### src/rtl/ps2_host_controller.sv
// rtl/ps2_host_controller.sv - PS/2 host command sequencer with retry and timeout
//
// Ports:
//   clock, reset                 system clock, asynchronous active-high reset
//   ps2_clock_in, ps2_data_in    raw PS/2 pin levels, synchronized internally
//   ps2_clock_oe, ps2_data_oe    1 = pull the line low, 0 = release
//   cmd_byte, cmd_valid          command byte request
//   cmd_ready                    high only while idle
//   rx_byte, rx_valid            response byte from the PS/2 receiver
//   rx_enable                    receiver gate, low while the host owns the bus
//   done, error                  one-cycle completion / failure pulses

module ps2_host_controller #(
  parameter int INHIBIT_CYCLES = 5000,
  parameter int TIMEOUT_CYCLES = 1000000,
  parameter int MAX_RETRIES    = 3
) (
  input  logic       clock,
  input  logic       reset,
  input  logic       ps2_clock_in,
  input  logic       ps2_data_in,
  output logic       ps2_clock_oe,
  output logic       ps2_data_oe,
  input  logic [7:0] cmd_byte,
  input  logic       cmd_valid,
  output logic       cmd_ready,
  input  logic [7:0] rx_byte,
  input  logic       rx_valid,
  output logic       rx_enable,
  output logic       done,
  output logic       error
);

  localparam int TIMER_MAX = (TIMEOUT_CYCLES > INHIBIT_CYCLES) ? TIMEOUT_CYCLES : INHIBIT_CYCLES;
  localparam int TIMER_W   = $clog2(TIMER_MAX + 1);
  localparam int RETRY_W   = (MAX_RETRIES < 1) ? 1 : $clog2(MAX_RETRIES + 1);

  // INHIBIT is left one cycle early: the REQ cycle still holds the clock low,
  // so the clock line is pulled for exactly INHIBIT_CYCLES cycles in total.
  localparam logic [TIMER_W-1:0] INHIBIT_LAST = TIMER_W'(INHIBIT_CYCLES - 2);
  localparam logic [TIMER_W-1:0] TIMEOUT_LAST = TIMER_W'(TIMEOUT_CYCLES - 1);
  localparam logic [RETRY_W-1:0] RETRY_LIMIT  = RETRY_W'(MAX_RETRIES);

  localparam logic [7:0] RESP_ACK    = 8'hFA;
  localparam logic [7:0] RESP_RESEND = 8'hFE;

  typedef enum logic [2:0] {
    ST_IDLE      = 3'd0,
    ST_INHIBIT   = 3'd1,
    ST_REQ       = 3'd2,
    ST_SEND      = 3'd3,
    ST_LINE_ACK  = 3'd4,
    ST_WAIT_RESP = 3'd5
  } state_t;

  state_t state_q, state_d;

  logic [TIMER_W-1:0] timer_q, timer_d;
  logic [3:0]         bit_idx_q, bit_idx_d;
  logic [RETRY_W-1:0] retry_q, retry_d;
  logic [7:0]         cmd_q, cmd_d;
  logic               parity_q, parity_d;

  logic clock_oe_q, clock_oe_d;
  logic data_oe_q, data_oe_d;
  logic cmd_ready_q, cmd_ready_d;
  logic rx_enable_q, rx_enable_d;
  logic done_q, done_d;
  logic error_q, error_d;

  logic clk_meta_q, clk_meta_d;
  logic clk_sync_q, clk_sync_d;
  logic clk_prev_q, clk_prev_d;
  logic data_meta_q, data_meta_d;
  logic data_sync_q, data_sync_d;

  logic clk_fall;
  logic attempt_fail;
  logic timed_out;

  // Synchronizers; the previous synchronized clock feeds the falling-edge detect.
  always_comb begin
    clk_meta_d  = ps2_clock_in;
    clk_sync_d  = clk_meta_q;
    clk_prev_d  = clk_sync_q;
    data_meta_d = ps2_data_in;
    data_sync_d = data_meta_q;
  end

  assign clk_fall  = clk_prev_q & ~clk_sync_q;
  assign timed_out = (timer_q == TIMEOUT_LAST);

  always_comb begin
    state_d      = state_q;
    timer_d      = timer_q;
    bit_idx_d    = bit_idx_q;
    retry_d      = retry_q;
    cmd_d        = cmd_q;
    parity_d     = parity_q;
    clock_oe_d   = clock_oe_q;
    data_oe_d    = data_oe_q;
    done_d       = 1'b0;
    error_d      = 1'b0;
    attempt_fail = 1'b0;

    case (state_q)
      ST_IDLE: begin
        clock_oe_d = 1'b0;
        data_oe_d  = 1'b0;
        bit_idx_d  = 4'd0;
        if (cmd_valid && cmd_ready_q) begin
          cmd_d      = cmd_byte;
          parity_d   = ~^cmd_byte;
          retry_d    = '0;
          clock_oe_d = 1'b1;
          state_d    = ST_INHIBIT;
        end
      end

      ST_INHIBIT: begin
        clock_oe_d = 1'b1;
        data_oe_d  = 1'b0;
        timer_d    = timer_q + TIMER_W'(1);
        if (timer_q == INHIBIT_LAST) begin
          data_oe_d = 1'b1;
          state_d   = ST_REQ;
        end
      end

      ST_REQ: begin
        clock_oe_d = 1'b0;
        data_oe_d  = 1'b1;
        bit_idx_d  = 4'd0;
        state_d    = ST_SEND;
      end

      ST_SEND: begin
        timer_d = timer_q + TIMER_W'(1);
        if (clk_fall) begin
          timer_d   = '0;
          bit_idx_d = bit_idx_q + 4'd1;
          if (bit_idx_q < 4'd8) begin
            data_oe_d = ~cmd_q[bit_idx_q[2:0]];
          end else if (bit_idx_q == 4'd8) begin
            data_oe_d = ~parity_q;
          end else begin
            data_oe_d = 1'b0;
            state_d   = ST_LINE_ACK;
          end
        end else if (timed_out) begin
          attempt_fail = 1'b1;
        end
      end

      ST_LINE_ACK: begin
        timer_d = timer_q + TIMER_W'(1);
        if (clk_fall) begin
          timer_d = '0;
          if (!data_sync_q) begin
            state_d = ST_WAIT_RESP;
          end else begin
            attempt_fail = 1'b1;
          end
        end else if (timed_out) begin
          attempt_fail = 1'b1;
        end
      end

      ST_WAIT_RESP: begin
        timer_d = timer_q + TIMER_W'(1);
        if (rx_valid) begin
          if (rx_byte == RESP_ACK) begin
            done_d  = 1'b1;
            retry_d = '0;
            state_d = ST_IDLE;
          end else if (rx_byte == RESP_RESEND) begin
            attempt_fail = 1'b1;
          end else begin
            error_d = 1'b1;
            retry_d = '0;
            state_d = ST_IDLE;
          end
        end else if (clk_fall) begin
          // Response bytes from the keyboard keep the link alive.
          timer_d = '0;
        end else if (timed_out) begin
          attempt_fail = 1'b1;
        end
      end

      default: begin
        clock_oe_d = 1'b0;
        data_oe_d  = 1'b0;
        state_d    = ST_IDLE;
      end
    endcase

    // Resend, NACK and timeout all funnel here: retry the latched byte or give up.
    if (attempt_fail) begin
      clock_oe_d = 1'b0;
      data_oe_d  = 1'b0;
      if (retry_q < RETRY_LIMIT) begin
        retry_d    = retry_q + RETRY_W'(1);
        clock_oe_d = 1'b1;
        state_d    = ST_INHIBIT;
      end else begin
        retry_d = '0;
        error_d = 1'b1;
        state_d = ST_IDLE;
      end
    end

    if (state_d != state_q) begin
      timer_d = '0;
    end

    cmd_ready_d = (state_d == ST_IDLE);
    rx_enable_d = (state_d == ST_IDLE) || (state_d == ST_WAIT_RESP);
  end

  always_ff @(posedge clock or posedge reset) begin
    if (reset) begin
      state_q     <= ST_IDLE;
      timer_q     <= '0;
      bit_idx_q   <= 4'd0;
      retry_q     <= '0;
      cmd_q       <= 8'h00;
      parity_q    <= 1'b0;
      clock_oe_q  <= 1'b0;
      data_oe_q   <= 1'b0;
      cmd_ready_q <= 1'b1;
      rx_enable_q <= 1'b1;
      done_q      <= 1'b0;
      error_q     <= 1'b0;
      // Idle PS/2 lines float high.
      clk_meta_q  <= 1'b1;
      clk_sync_q  <= 1'b1;
      clk_prev_q  <= 1'b1;
      data_meta_q <= 1'b1;
      data_sync_q <= 1'b1;
    end else begin
      state_q     <= state_d;
      timer_q     <= timer_d;
      bit_idx_q   <= bit_idx_d;
      retry_q     <= retry_d;
      cmd_q       <= cmd_d;
      parity_q    <= parity_d;
      clock_oe_q  <= clock_oe_d;
      data_oe_q   <= data_oe_d;
      cmd_ready_q <= cmd_ready_d;
      rx_enable_q <= rx_enable_d;
      done_q      <= done_d;
      error_q     <= error_d;
      clk_meta_q  <= clk_meta_d;
      clk_sync_q  <= clk_sync_d;
      clk_prev_q  <= clk_prev_d;
      data_meta_q <= data_meta_d;
      data_sync_q <= data_sync_d;
    end
  end

  assign ps2_clock_oe = clock_oe_q;
  assign ps2_data_oe  = data_oe_q;
  assign cmd_ready    = cmd_ready_q;
  assign rx_enable    = rx_enable_q;
  assign done         = done_q;
  assign error        = error_q;

endmodule

### config.mk
export PLATFORM = sky130hd
export DESIGN_NAME = ps2_host_controller
export DESIGN_NICKNAME = d
export VERILOG_FILES = /design/src/rtl/ps2_host_controller.sv
export SDC_FILE = /design/constraint.sdc
export NUM_CORES = 1
export LEC_CHECK = 0
export CORE_ASPECT_RATIO = 0.8
export CORE_UTILIZATION = 45
export DETAILED_ROUTE_END_ITERATION = 6
export HOLD_SLACK_MARGIN = 0.02
export PLACE_DENSITY = 0.65
export SYNTH_ARGS = -nofsm -noshare
export SYNTH_HDL_FRONTEND = slang
export SYNTH_SLANG_ARGS = --single-unit
### constraint.sdc
create_clock -name clock -period 4.8 [get_ports clock]
set_clock_uncertainty 0.2 [all_clocks]
set_input_delay 1.44 -clock clock [delete_from_list [all_inputs] [get_ports clock]]
set_output_delay 1.44 -clock clock [all_outputs]
set_load 0.005 [all_outputs]
==> impl_metrics.csv, run 1 <==
group,metric,value,unit
run_status,status,"completed",
drt,firstDrtPassIters,5,
pwr,p_int,0.541,mW
global_route,antenna_found_initial,0,
yosys,async_reset_ff_share,100,%
cts,cts_inserted_buffers,5,
yosys,ys_seq_elements,49,
pwr,static_leakage,1.34,nW
placed_design,port_buffers,27,
global_route,grt_pass1_wl,11600,microns
setup_path,timing.critical_path.slowest_cell_delay,720,ps
cts,post_cts.resized_instances,0,
setup_path,critPathMostFrequentCell,"o21bai_1",
cts,cts_post_setup_buffers_inserted,0,
timing,report.final.slew_viol_count,0,
cts,worst_skew_pair.late_latency,310,ps
cts,worst_setup_hold_path_clk_slew,90,ps
floorplan,dieArea,7000,sq um
yosys,syn_avg_cell_area,9.83,sq um
timing,final_period_minus_worst_setup_slack,3960,ps
yosys,synth_top_flop_cell,"dfrtp_1",
drt,wirelength,6750,microns
placed_design,gp_congestion,0.853,
timing,final_number_of_hold_violating_endpoints,0,
setup_path,worstPathRequired,4730,ps
yosys,post-synth-top-count-cell,"dfrtp_1",
timing,worst_margin_pin_slew,1020,ps
floorplan,floorplan.core_area,6410,sq um
job,maxCapViolCount,0,
setup_path,critical_path.cell_chain,"clkdlybuf4s50_1, nand4_1, o21bai_1, a21oi_1, o21bai_1, mux2i_2, buf_4, a2111oi_0",
timing,layout_setup_ws,842,ps
global_route,gr-total-overflow,0,
setup_path,cp_num_buf_inv,2,
cells_and_area,layout_cell_share_with_drive_strength_beyond_1,15.3,%
pwr,clkPwrFrac,35.2,%
cts,cts_hold_buffers,0,
yosys,ys_top_cells_by_area,"dfrtp_1 (35%), dfstp_2 (6.1%), a2111oi_2 (5.0%), xnor2_1 (5.0%), nand2_1 (4.3%)",
setup_path,path_max_fanout,23,
placed_design,detailedPlacementHpwl,4790,microns
hold_path,worstHoldPathType,"flop to flop",
pwr,seqPwrFrac,59.0,%
cells_and_area,num_antenna_cells,0,
drt,routed-via-count,2434,
timing,fmaxAchievable,253,MHz
global_route,track_usage,21.6,%
cts,cts-root-buf,"clkbuf_8",
yosys,synth.net_count,332,
cts,h_tree_level_count,2,
cells_and_area,post_layout_nonfiller_instances,410,
setup_path,slowest_stage,"o21bai_1",
placed_design,placedCellCount,402,
yosys,synth_area_leader_cell,"dfrtp_1",
yosys,post_synth_inst_count,305,
pwr,cellPowerDensity,207,nW/um^2
global_route,number_of_global_route_vias_before_repair,2300,
drt,final_antenna_net_count,0,
floorplan,floorplan.die.width,93.3,microns
yosys,netlist_area,3000,sq um
setup_path,critPathLaunchType,"primary input",
floorplan,starting_density,46.8,%
timing,fin_setup_tns,0,ps
yosys,synth_top_cell_area_share,35.0,%
yosys,part_of_the_yosys_area_used_for_sequential_elements,41.2,%
cts,clock_sinks,49,
yosys,synth.yosys.warnings,0,
drt,remaining_drc_errors,0,
floorplan,design.portCount,28,
pwr,proportion_of_power_drawn_by_combinational_gates,5.8,%
cells_and_area,layout.nets,352,
drt,drtIter0Drc,159,
drt,post_drt_wl_per_cell,16.5,microns
timing,fin_crit_sh,82.5,%
pwr,netSwitchingFraction,23.5,%
timing,setup_viol_count_final,0,
pwr,maximum_resistive_drop_on_vdd,0.000145,V
yosys,synthDistinctLibCells,50,
global_route,grt_start_max_net_pins,50,
yosys,synth-edff-count,0,
cells_and_area,syn2layout_area_growth,13.9,%
placed_design,dp_worst_setup_slack,562,ps
timing,grt_setup_unrepaired,"no",
timing,max_slew_margin,31.8,%
yosys,synth_top_cells_by_count,"dfrtp_1 (42), nand2_1 (34), clkbuf_1 (17), xnor2_1 (17)",
setup_path,end_kind,"flop",
setup_path,data_arrival_at_the_endpoint_of_the_critical_path,3890,ps
pwr,netSwitchingPower,0.167,mW
floorplan,placementRows,26,
setup_path,timing.setup.critical_path_class,"primary input to flop",
floorplan,die_y,75.0,microns
drt,avgViaCountPerCell,5.94,
cts,tritoncts,"yes",
setup_path,kind_of_cell_with_the_highest_combined_delay_on_the_critical_path,"compound AO/OA/AOI/OAI gates",
cts,ctsLongestPathBuffers,2,
through the flow:
| step | total power [mW] | cell area [sq um] | hold slack, ps | utilization [%] |
|---|---|---|---|---|
| final | 0.708 | 3420 | 160 | 53.3 |
| after global routing | 0.734 | 3420 | 163 | 53.3 |
| after CTS | 0.718 | 3420 | 162 | 53.3 |
| after detailed placement | 0.468 | 3330 | 147 | 51.9 |
| after global placement | 0.467 | 3330 | 146 | 51.9 |
| after floorplan | 0.444 | 3000 | 145 | - |
layout make-up:
| type | instances | area [sq um] |
|---|---|---|
| Clock buffer | 5 | 68.8 |
| Clock inverter | 3 | 22.5 |
| Fill cell | 590 | 2990 |
| Inverter | 7 | 26.3 |
| Multi-Input combinational cell | 230 | 1650 |
| Sequential cell | 49 | 1230 |
| Tap cell | 84 | 105 |
| Timing Repair Buffer | 32 | 308 |
sequential cells by signal (all words and copies together) (netlist names):
register      count
bit_idx_q         4
clk_meta_q        1
clk_prev_d        1
clk_prev_q        1
cmd_q             8
cmd_ready         1
data_meta_q       1
data_sync_q       1
done              1
error             1
parity_q          1
ps2_clock_oe      1
ps2_data_oe       1
retry_q           2
rx_enable         1
state_q           3
timer_q          20
worst paths after layout:
kind | from | to | slack, ps | cells past startpoint
min in group asynchronous | reset | bit_idx_q[2] | 1500 | 2
setup / recovery | rx_byte[7] | timer_q[17] | 840 | 8
setup reg to reg | timer_q[10] | timer_q[17] | 1350 | 7
hold / removal | data_meta_q | data_sync_q | 160 | 0
hold reg to reg | data_meta_q | data_sync_q | 160 | 0
max in group asynchronous | reset | done | 2280 | 2
logic make-up (layout without fill, tap and decap cells):
logic type / after synthesis / after routing / share of synthesized area (%)
adders and majority gates: 5 / 5 / 2.09
and+or+nand+nor: 122 / 122 / 22.1
buffers and inverters: 26 / 47 / 3.75
xor gates and xnor gates: 25 / 25 / 7.30
muxes: 17 / 17 / 6.97
AOI/OAI and AO/OA: 61 / 61 / 16.6
DFF: 49 / 49 / 41.2
layer usage:
metal,wire length (microns),GRT usage (%)
met5,0,0
met4,78,5.64
met3,305,3.94
met2,3060,32.7
met1,3310,32.0
layout by cell type, fill, tap and decap left out, drive strengths merged, types with 4 or more instances in the layout:
| cell | synthesis | routed |
|---|---|---|
| nor2 | 16 | 16 |
| inv | 7 | 7 |
| nand4b | 5 | 5 |
| ha | 5 | 5 |
| o31ai | 4 | 4 |
| clkbuf | 17 | 5 |
| mux2i | 7 | 7 |
| buf | 2 | 5 |
| mux2 | 8 | 8 |
| a2111oi | 17 | 17 |
| and3 | 6 | 6 |
| clkdlybuf4s50 | 0 | 27 |
| xnor2 | 17 | 17 |
| dfrtp | 42 | 42 |
| dfstp | 7 | 7 |
| a21oi | 9 | 9 |
| nor2b | 4 | 4 |
| o21ai | 16 | 16 |
| nand3 | 13 | 13 |
| xor2 | 8 | 8 |
| nand4 | 8 | 8 |
| nor3 | 7 | 7 |
| nand2 | 34 | 34 |
| nand2b | 7 | 7 |
| or4 | 4 | 4 |
power groups by stage:
| stage | logic, mW | registers, mW | clock network, mW |
|---|---|---|---|
| floorplan | 0.0188 | 0.425 | 0 |
| global placement | 0.0420 | 0.425 | 0 |
| detailed placement | 0.0423 | 0.425 | 0 |
| CTS | 0.0424 | 0.418 | 0.258 |
| global route | 0.0464 | 0.418 | 0.270 |
| finish | 0.0412 | 0.417 | 0.249 |
Note: power is estimated with default switching activity, not from simulation.
==> run 2, diff against run 1 <==
- PLACE_DENSITY: 0.65 -> 0.68
- clock period: 4.8 -> 3.3 ns (I/O delays scaled with it)
==> impl_metrics.csv, run 2 (synthesis gave the netlist of run 1 again) <==
group,metric,value,unit
cts,post_cts.resized_instances,2,
floorplan,floorplan.core_area,6410,sq um
timing,worst_hold_margin,161,ps
setup_path,worst_r2r_endpoint,"timer_q[4]",
cts,cts_inserted_buffers,5,
floorplan,placementRows,26,
cells_and_area,n_fill_cell,567,
hold_path,whs_endpoint,"data_sync_q",
cells_and_area,postLayoutCoreUtil,56.1,%
floorplan,starting_density,46.8,%
floorplan,design.portCount,28,
setup_path,critPathMostFrequentCell,"or4_4",
drt,firstDrtPassIters,4,
timing,report.final.slew_viol_count,0,
hold_path,worstHoldPathType,"flop to flop",
setup_path,end_kind,"flop",
drt,drtIter0Drc,126,
placed_design,dp_worst_setup_slack,-176,ps
timing,setup_viol_count_final,0,
cts,ctsLongestPathBuffers,2,
global_route,antenna_found_initial,0,
hold_path,holdCritStartpoint,"data_meta_q",
drt,post_drt_wl_per_cell,16.3,microns
pwr,maximum_resistive_drop_on_vdd,0.000192,V
setup_path,slowest_stage,"or4_4",
floorplan,die_y,75.0,microns
hold_path,hold_depth,0,
drt,wirelength,6880,microns
setup_path,r2r-start,"timer_q[10]",
drt,remaining_drc_errors,0,
cts,clock_sinks,49,
cells_and_area,syn2layout_area_growth,19.8,%
floorplan,floorplan.die.width,93.3,microns
drt,avgViaCountPerCell,5.79,
cells_and_area,leading_cell_types_in_the_layout_fill_and_taps_excluded,"dfrtp_1 (42), nand2_1 (34), clkdlybuf4s50_1 (27), xnor2_1 (17)",
timing,worst_margin_pin_slew,1080,ps
global_route,grt_pass1_wl,11500,microns
cts,worst_skew_pair.late_latency,310,ps
timing,fin_setup_tns,0,ps
cts,worst_setup_hold_path_clk_slew,90,ps
floorplan,dieArea,7000,sq um
cells_and_area,layout_cell_share_with_drive_strength_beyond_1,19.2,%
timing,final_number_of_hold_violating_endpoints,0,
cts,cts-root-buf,"clkbuf_8",
cts,cts_post_setup_buffers_inserted,0,
setup_path,data_arrival_at_the_endpoint_of_the_critical_path,3220,ps
global_route,track_usage,21.6,%
setup_path,kind_of_cell_with_the_highest_combined_delay_on_the_critical_path,"simple AND/OR/NAND/NOR gates",
cells_and_area,top_registers,"timer_q (20), cmd_q (8), bit_idx_q (4)",
job,maxCapViolCount,0,
cells_and_area,layout.cells.most_common,"dfrtp_1",
pwr,cellPowerDensity,290,nW/um^2
global_route,number_of_global_route_vias_before_repair,2285,
setup_path,timing.critical_path.slowest_cell_delay,560,ps
run_status,status,"completed",
drt,final_antenna_net_count,0,
cells_and_area,num_antenna_cells,0,
cts,tritoncts,"yes",
timing,max_slew_margin,28.1,%
timing,fin_crit_sh,97.7,%
drt,routed-via-count,2443,
timing,layout_setup_ws,75.1,ps
placed_design,gp_congestion,0.846,
setup_path,critical_path.cell_chain,"or4_4, or4_4, or4_4, a21oi_4, mux2i_2, buf_12, a2111oi_2",
setup_path,worstPathRequired,3300,ps
global_route,gr-total-overflow,0,
cts,cts_hold_buffers,0,
cells_and_area,layout.nets,365,
setup_path,reg2reg_setup_slack,80,ps
placed_design,detailedPlacementHpwl,4850,microns
setup_path,cp_num_buf_inv,1,
timing,final_period_minus_worst_setup_slack,3220,ps
cts,h_tree_level_count,2,
placed_design,port_buffers,27,
setup_path,timing.setup.critical_path_class,"flop to flop",
setup_path,critPathLaunchType,"flop",
global_route,grt_start_max_net_pins,50,
setup_path,path_max_fanout,12,
cells_and_area,regMostFlops,"timer_q",
pwr,static_leakage,1.43,nW
timing,fmaxAchievable,310,MHz
setup_path,reg2reg_depth,7,
cells_and_area,largest_reg_flops,20,
run 2: through the flow:
step	instances	power [mW]	cell area, sq um
6_report	422	1.04	3590
5_1_grt	422	1.08	3590
4_1_cts	422	1.06	3550
3_5_place_dp	415	0.685	3460
3_3_place_gp	415	0.684	3460
2_1_floorplan	305	0.646	3000
run 2: layout make-up:
cell class	count	area (sq um)	share of cell area (%)
tap	84	105	2.92
multi-input combinational	230	1690	47.1
clock buffer	7	86.3	2.40
sequential	49	1230	34.4
timing repair buffer	45	447	12.4
inverter	7	26.3	0.731
run 2: metal layers:
metal	share of wire, %	routed length (microns)	track usage, %	up-vias
li1	-	-	-	1185
met1	50	3410	32.3	1166
met2	44	3030	32.3	84
met3	5.4	369	3.64	8
met4	1.1	76	5.81	0
met5	0	0	0	-
run 2: where the power goes:
group,internal (mW),switching [mW]
combinational,0.0365,0.0282
sequential,0.606,0.00162
clock,0.167,0.203
total,0.809,0.233
run 2: how the worst max path moves through the flow:
stage / start / slack (ps) / depth (start not counted) / endpoint
after CTS: timer_q[10] / 20 / 7 / timer_q[16]
final: timer_q[10] / 80 / 7 / timer_q[4]
after global placement: rx_byte[6] / -60 / 8 / timer_q[8]
after detailed placement: rx_byte[7] / -180 / 8 / timer_q[18]
after global routing: timer_q[10] / -20 / 7 / timer_q[16]
after floorplan: timer_q[10] / 220 / 7 / timer_q[10]
run 2: worst reg2reg max path, stage by stage, from the launching register on:
cell	delay, ps
dfrtp_1	400
or4_4	550
or4_4	530
or4_4	560
a21oi_4	200
mux2i_2	130
buf_12	170
a2111oi_2	370
==> run 3, diff against run 2 <==
- ABC_AREA: default -> 1
- ABC_CLOCK_PERIOD_IN_PS: default -> 3400
- PLACE_DENSITY: 0.68 -> default
- clock period: 3.3 -> 3.4 ns (I/O delays scaled with it)
==> impl_metrics.csv, run 3 <==
group,metric,value,unit
cts,cts_post_setup_buffers_inserted,0,
floorplan,dieArea,7170,sq um
cts,worst_skew_pair.late_latency,290,ps
hold_path,hold_depth,0,
drt,remaining_drc_errors,0,
pwr,p_int,0.861,mW
cts,cts_hold_buffers,0,
floorplan,die_y,76.0,microns
setup_path,slowest_stage,"clkdlybuf4s50_1",
yosys,syn_avg_cell_area,7.33,sq um
pwr,cellPowerDensity,302,nW/um^2
floorplan,design.portCount,28,
placed_design,detailedPlacementHpwl,5170,microns
global_route,antenna_found_initial,0,
setup_path,critPathLaunchType,"primary input",
cts,ctsLongestPathBuffers,2,
cts,clock_sinks,49,
cells_and_area,top_registers,"timer_q (20), cmd_q (8), bit_idx_q (4)",
floorplan,starting_density,47.3,%
cells_and_area,post_layout_nonfiller_instances,538,
drt,top_signal_layer_used,"met4",
yosys,async_reset_ff_share,100,%
cells_and_area,num_antenna_cells,0,
drt,wirelength,6730,microns
drt,routed-via-count,2722,
timing,setup_viol_count_final,0,
setup_path,r2r-start,"bit_idx_q[0]",
timing,max_slew_margin,51.0,%
placed_design,placedCellCount,530,
pwr,netSwitchingPower,0.219,mW
yosys,synth_top_cells_by_count,"nand2_1 (97), inv_1 (57), dfrtp_1 (42)",
yosys,synth_area_leader_cell,"dfrtp_1",
drt,avgViaCountPerCell,5.06,
global_route,gr-total-overflow,0,
pwr,seqPwrFrac,54.5,%
cells_and_area,largest_reg_flops,20,
cells_and_area,layout.cells.most_common,"nand2_1",
hold_path,holdCritStartpoint,"clk_meta_q",
yosys,post_synth_inst_count,420,
drt,post_drt_wl_per_cell,12.5,microns
yosys,part_of_the_yosys_area_used_for_sequential_elements,40.1,%
hold_path,worstHoldPathType,"flop to flop",
cts,cts_inserted_buffers,5,
cells_and_area,syn2layout_area_growth,16.2,%
pwr,clkPwrFrac,39.7,%
cts,h_tree_level_count,2,
setup_path,path_max_fanout,20,
setup_path,timing.critical_path.slowest_cell_delay,450,ps
yosys,ys_seq_elements,49,
placed_design,dp_worst_setup_slack,349,ps
global_route,grt_pass1_wl,11600,microns
setup_path,reg2reg_depth,14,
setup_path,worst_r2r_endpoint,"timer_q[8]",
drt,met3_wire_len,418,microns
timing,layout_setup_ws,657,ps
cells_and_area,layout_cell_share_with_drive_strength_beyond_1,16.1,%
drt,firstDrtPassIters,5,
timing,report.final.slew_viol_count,0,
timing,fmaxAchievable,365,MHz
floorplan,floorplan.die.width,94.4,microns
pwr,maximum_resistive_drop_on_vdd,0.000198,V
drt,met2_length,2700,microns
yosys,synth_top_flop_cell,"dfrtp_1",
cells_and_area,layout.nets,480,
setup_path,data_arrival_at_the_endpoint_of_the_critical_path,2770,ps
cts,worst_setup_hold_path_clk_slew,90,ps
global_route,number_of_global_route_vias_before_repair,2467,
yosys,netlist_area,3080,sq um
setup_path,critPathMostFrequentCell,"nand2_1",
job,maxCapViolCount,0,
timing,worst_margin_pin_slew,734,ps
yosys,synth_top_cell_area_share,34.2,%
drt,metal1_wirelength,3580,microns
cts,post_cts.resized_instances,0,
cells_and_area,leading_cell_types_in_the_layout_fill_and_taps_excluded,"nand2_1 (97), inv_1 (56), dfrtp_1 (42), nor2_1 (40), nand3_1 (30)",
setup_path,end_kind,"flop",
drt,final_antenna_net_count,0,
cts,cts-root-buf,"clkbuf_8",
pwr,proportion_of_power_drawn_by_combinational_gates,5.8,%
cells_and_area,regMostFlops,"timer_q",
pwr,total_power,1.08,mW
yosys,synth.net_count,447,
run_status,status,"completed",
timing,grt_setup_unrepaired,"no",
drt,drtIter0Drc,203,
yosys,post-synth-top-count-cell,"nand2_1",
timing,final_number_of_hold_violating_endpoints,0,
cells_and_area,n_fill_cell,652,
hold_path,whs_endpoint,"clk_prev_d",
timing,fin_setup_tns,0,ps
yosys,synth-edff-count,0,
timing,fin_crit_sh,80.7,%
yosys,ys_top_cells_by_area,"dfrtp_1 (34%), nand2_1 (12%), inv_1 (7.0%), dfstp_2 (6.0%), nand3_1 (4.9%)",
yosys,synthDistinctLibCells,36,
setup_path,worstPathRequired,3430,ps
cts,tritoncts,"yes",
floorplan,placementRows,26,
placed_design,port_buffers,27,
global_route,grt_start_max_net_pins,37,
setup_path,timing.setup.critical_path_class,"primary input to flop",
setup_path,critical_path.cell_chain,"clkdlybuf4s50_1, nand2_1, nor2_1, nand2_1, nand2_1, nand2_2, nor2_4, nand2_4, nand2_4, nand2_2, nand2_2, nand2_1, nand2_1, nand2_2, buf_12, nor2_2",
floorplan,floorplan.core_area,6510,sq um
pwr,static_leakage,1.77,nW
global_route,track_usage,20.4,%
setup_path,reg2reg_setup_slack,990,ps
pwr,netSwitchingFraction,20.3,%
yosys,synth.yosys.warnings,0,
placed_design,gp_congestion,0.901,
timing,final_period_minus_worst_setup_slack,2740,ps
-- run 3: cell types whose count changed after synthesis, sizes merged, moves of 8 or more --
| cell | before | now |
|---|---|---|
| o21ai | 16 | 25 |
| nand2 | 34 | 111 |
| mux2 | 8 | 0 |
| inv | 7 | 66 |
| a2111oi | 17 | 0 |
| xnor2 | 17 | 6 |
| nor2 | 16 | 64 |
| nand3 | 13 | 31 |
| clkbuf | 17 | 2 |
-- run 3: cell families after synthesis --
family,after synthesis,synth area share [%]
xor gates and xnor gates,12,3.42
adders and majority gates,5,2.03
and+or+nand+nor,238,37.1
DFF,49,40.1
AOI/OAI and AO/OA,42,7.60
buffers and inverters,74,9.68
-- run 3: critical path, delay by kind of cell --
family / cells / cell delay (ps)
buffers and inverters: 2 / 620
and+or+nand+nor: 14 / 1130
-- run 3: stage by stage --
stage                     cell area [sq um]  util [%]  hold WS [ps]
after floorplan                        3080         -           145
after global placement                 3460      53.2           145
after detailed placement               3460      53.2           147
after CTS                              3580      55.0           160
after global routing                   3580      55.0           170
final                                  3580      55.0           160
-- run 3: power groups by stage --
stage | clock network (mW) | registers [mW] | logic [mW]
after floorplan | 0 | 0.600 | 0.0283
after global placement | 0 | 0.600 | 0.0630
after detailed placement | 0 | 0.600 | 0.0640
after CTS | 0.443 | 0.589 | 0.0642
after global routing | 0.469 | 0.589 | 0.0694
final | 0.429 | 0.589 | 0.0624
-- run 3: worst max-delay path by stage --
stage                     from           to  slack [ps]  depth (start not counted)
finish              rx_byte[5]   timer_q[8]         660                         16
floorplan           rx_byte[5]   timer_q[7]         990                         14
global route        rx_byte[6]   timer_q[0]         450                         15
global placement    rx_byte[5]  timer_q[13]         380                         15
CTS                 rx_byte[5]   timer_q[4]         660                         15
detailed placement  rx_byte[5]   timer_q[4]         350                         15
-- run 3: routing by layer --
layer	track usage, %	up-vias
met1	32.5	1241
met5	0	-
met2	29.1	80
met4	3.23	0
met3	3.41	4
li1	-	1397
-- run 3: area by class of cell --
cell class	instances	area, sq um	share of cell area (%)
timing repair buffer	32	320	8.96
sequential	49	1230	34.5
clock buffer	7	86.3	2.41
clock inverter	1	30.0	0.840
tap	84	105	2.94
multi-input combinational	297	1540	43.2
inverter	68	255	7.14
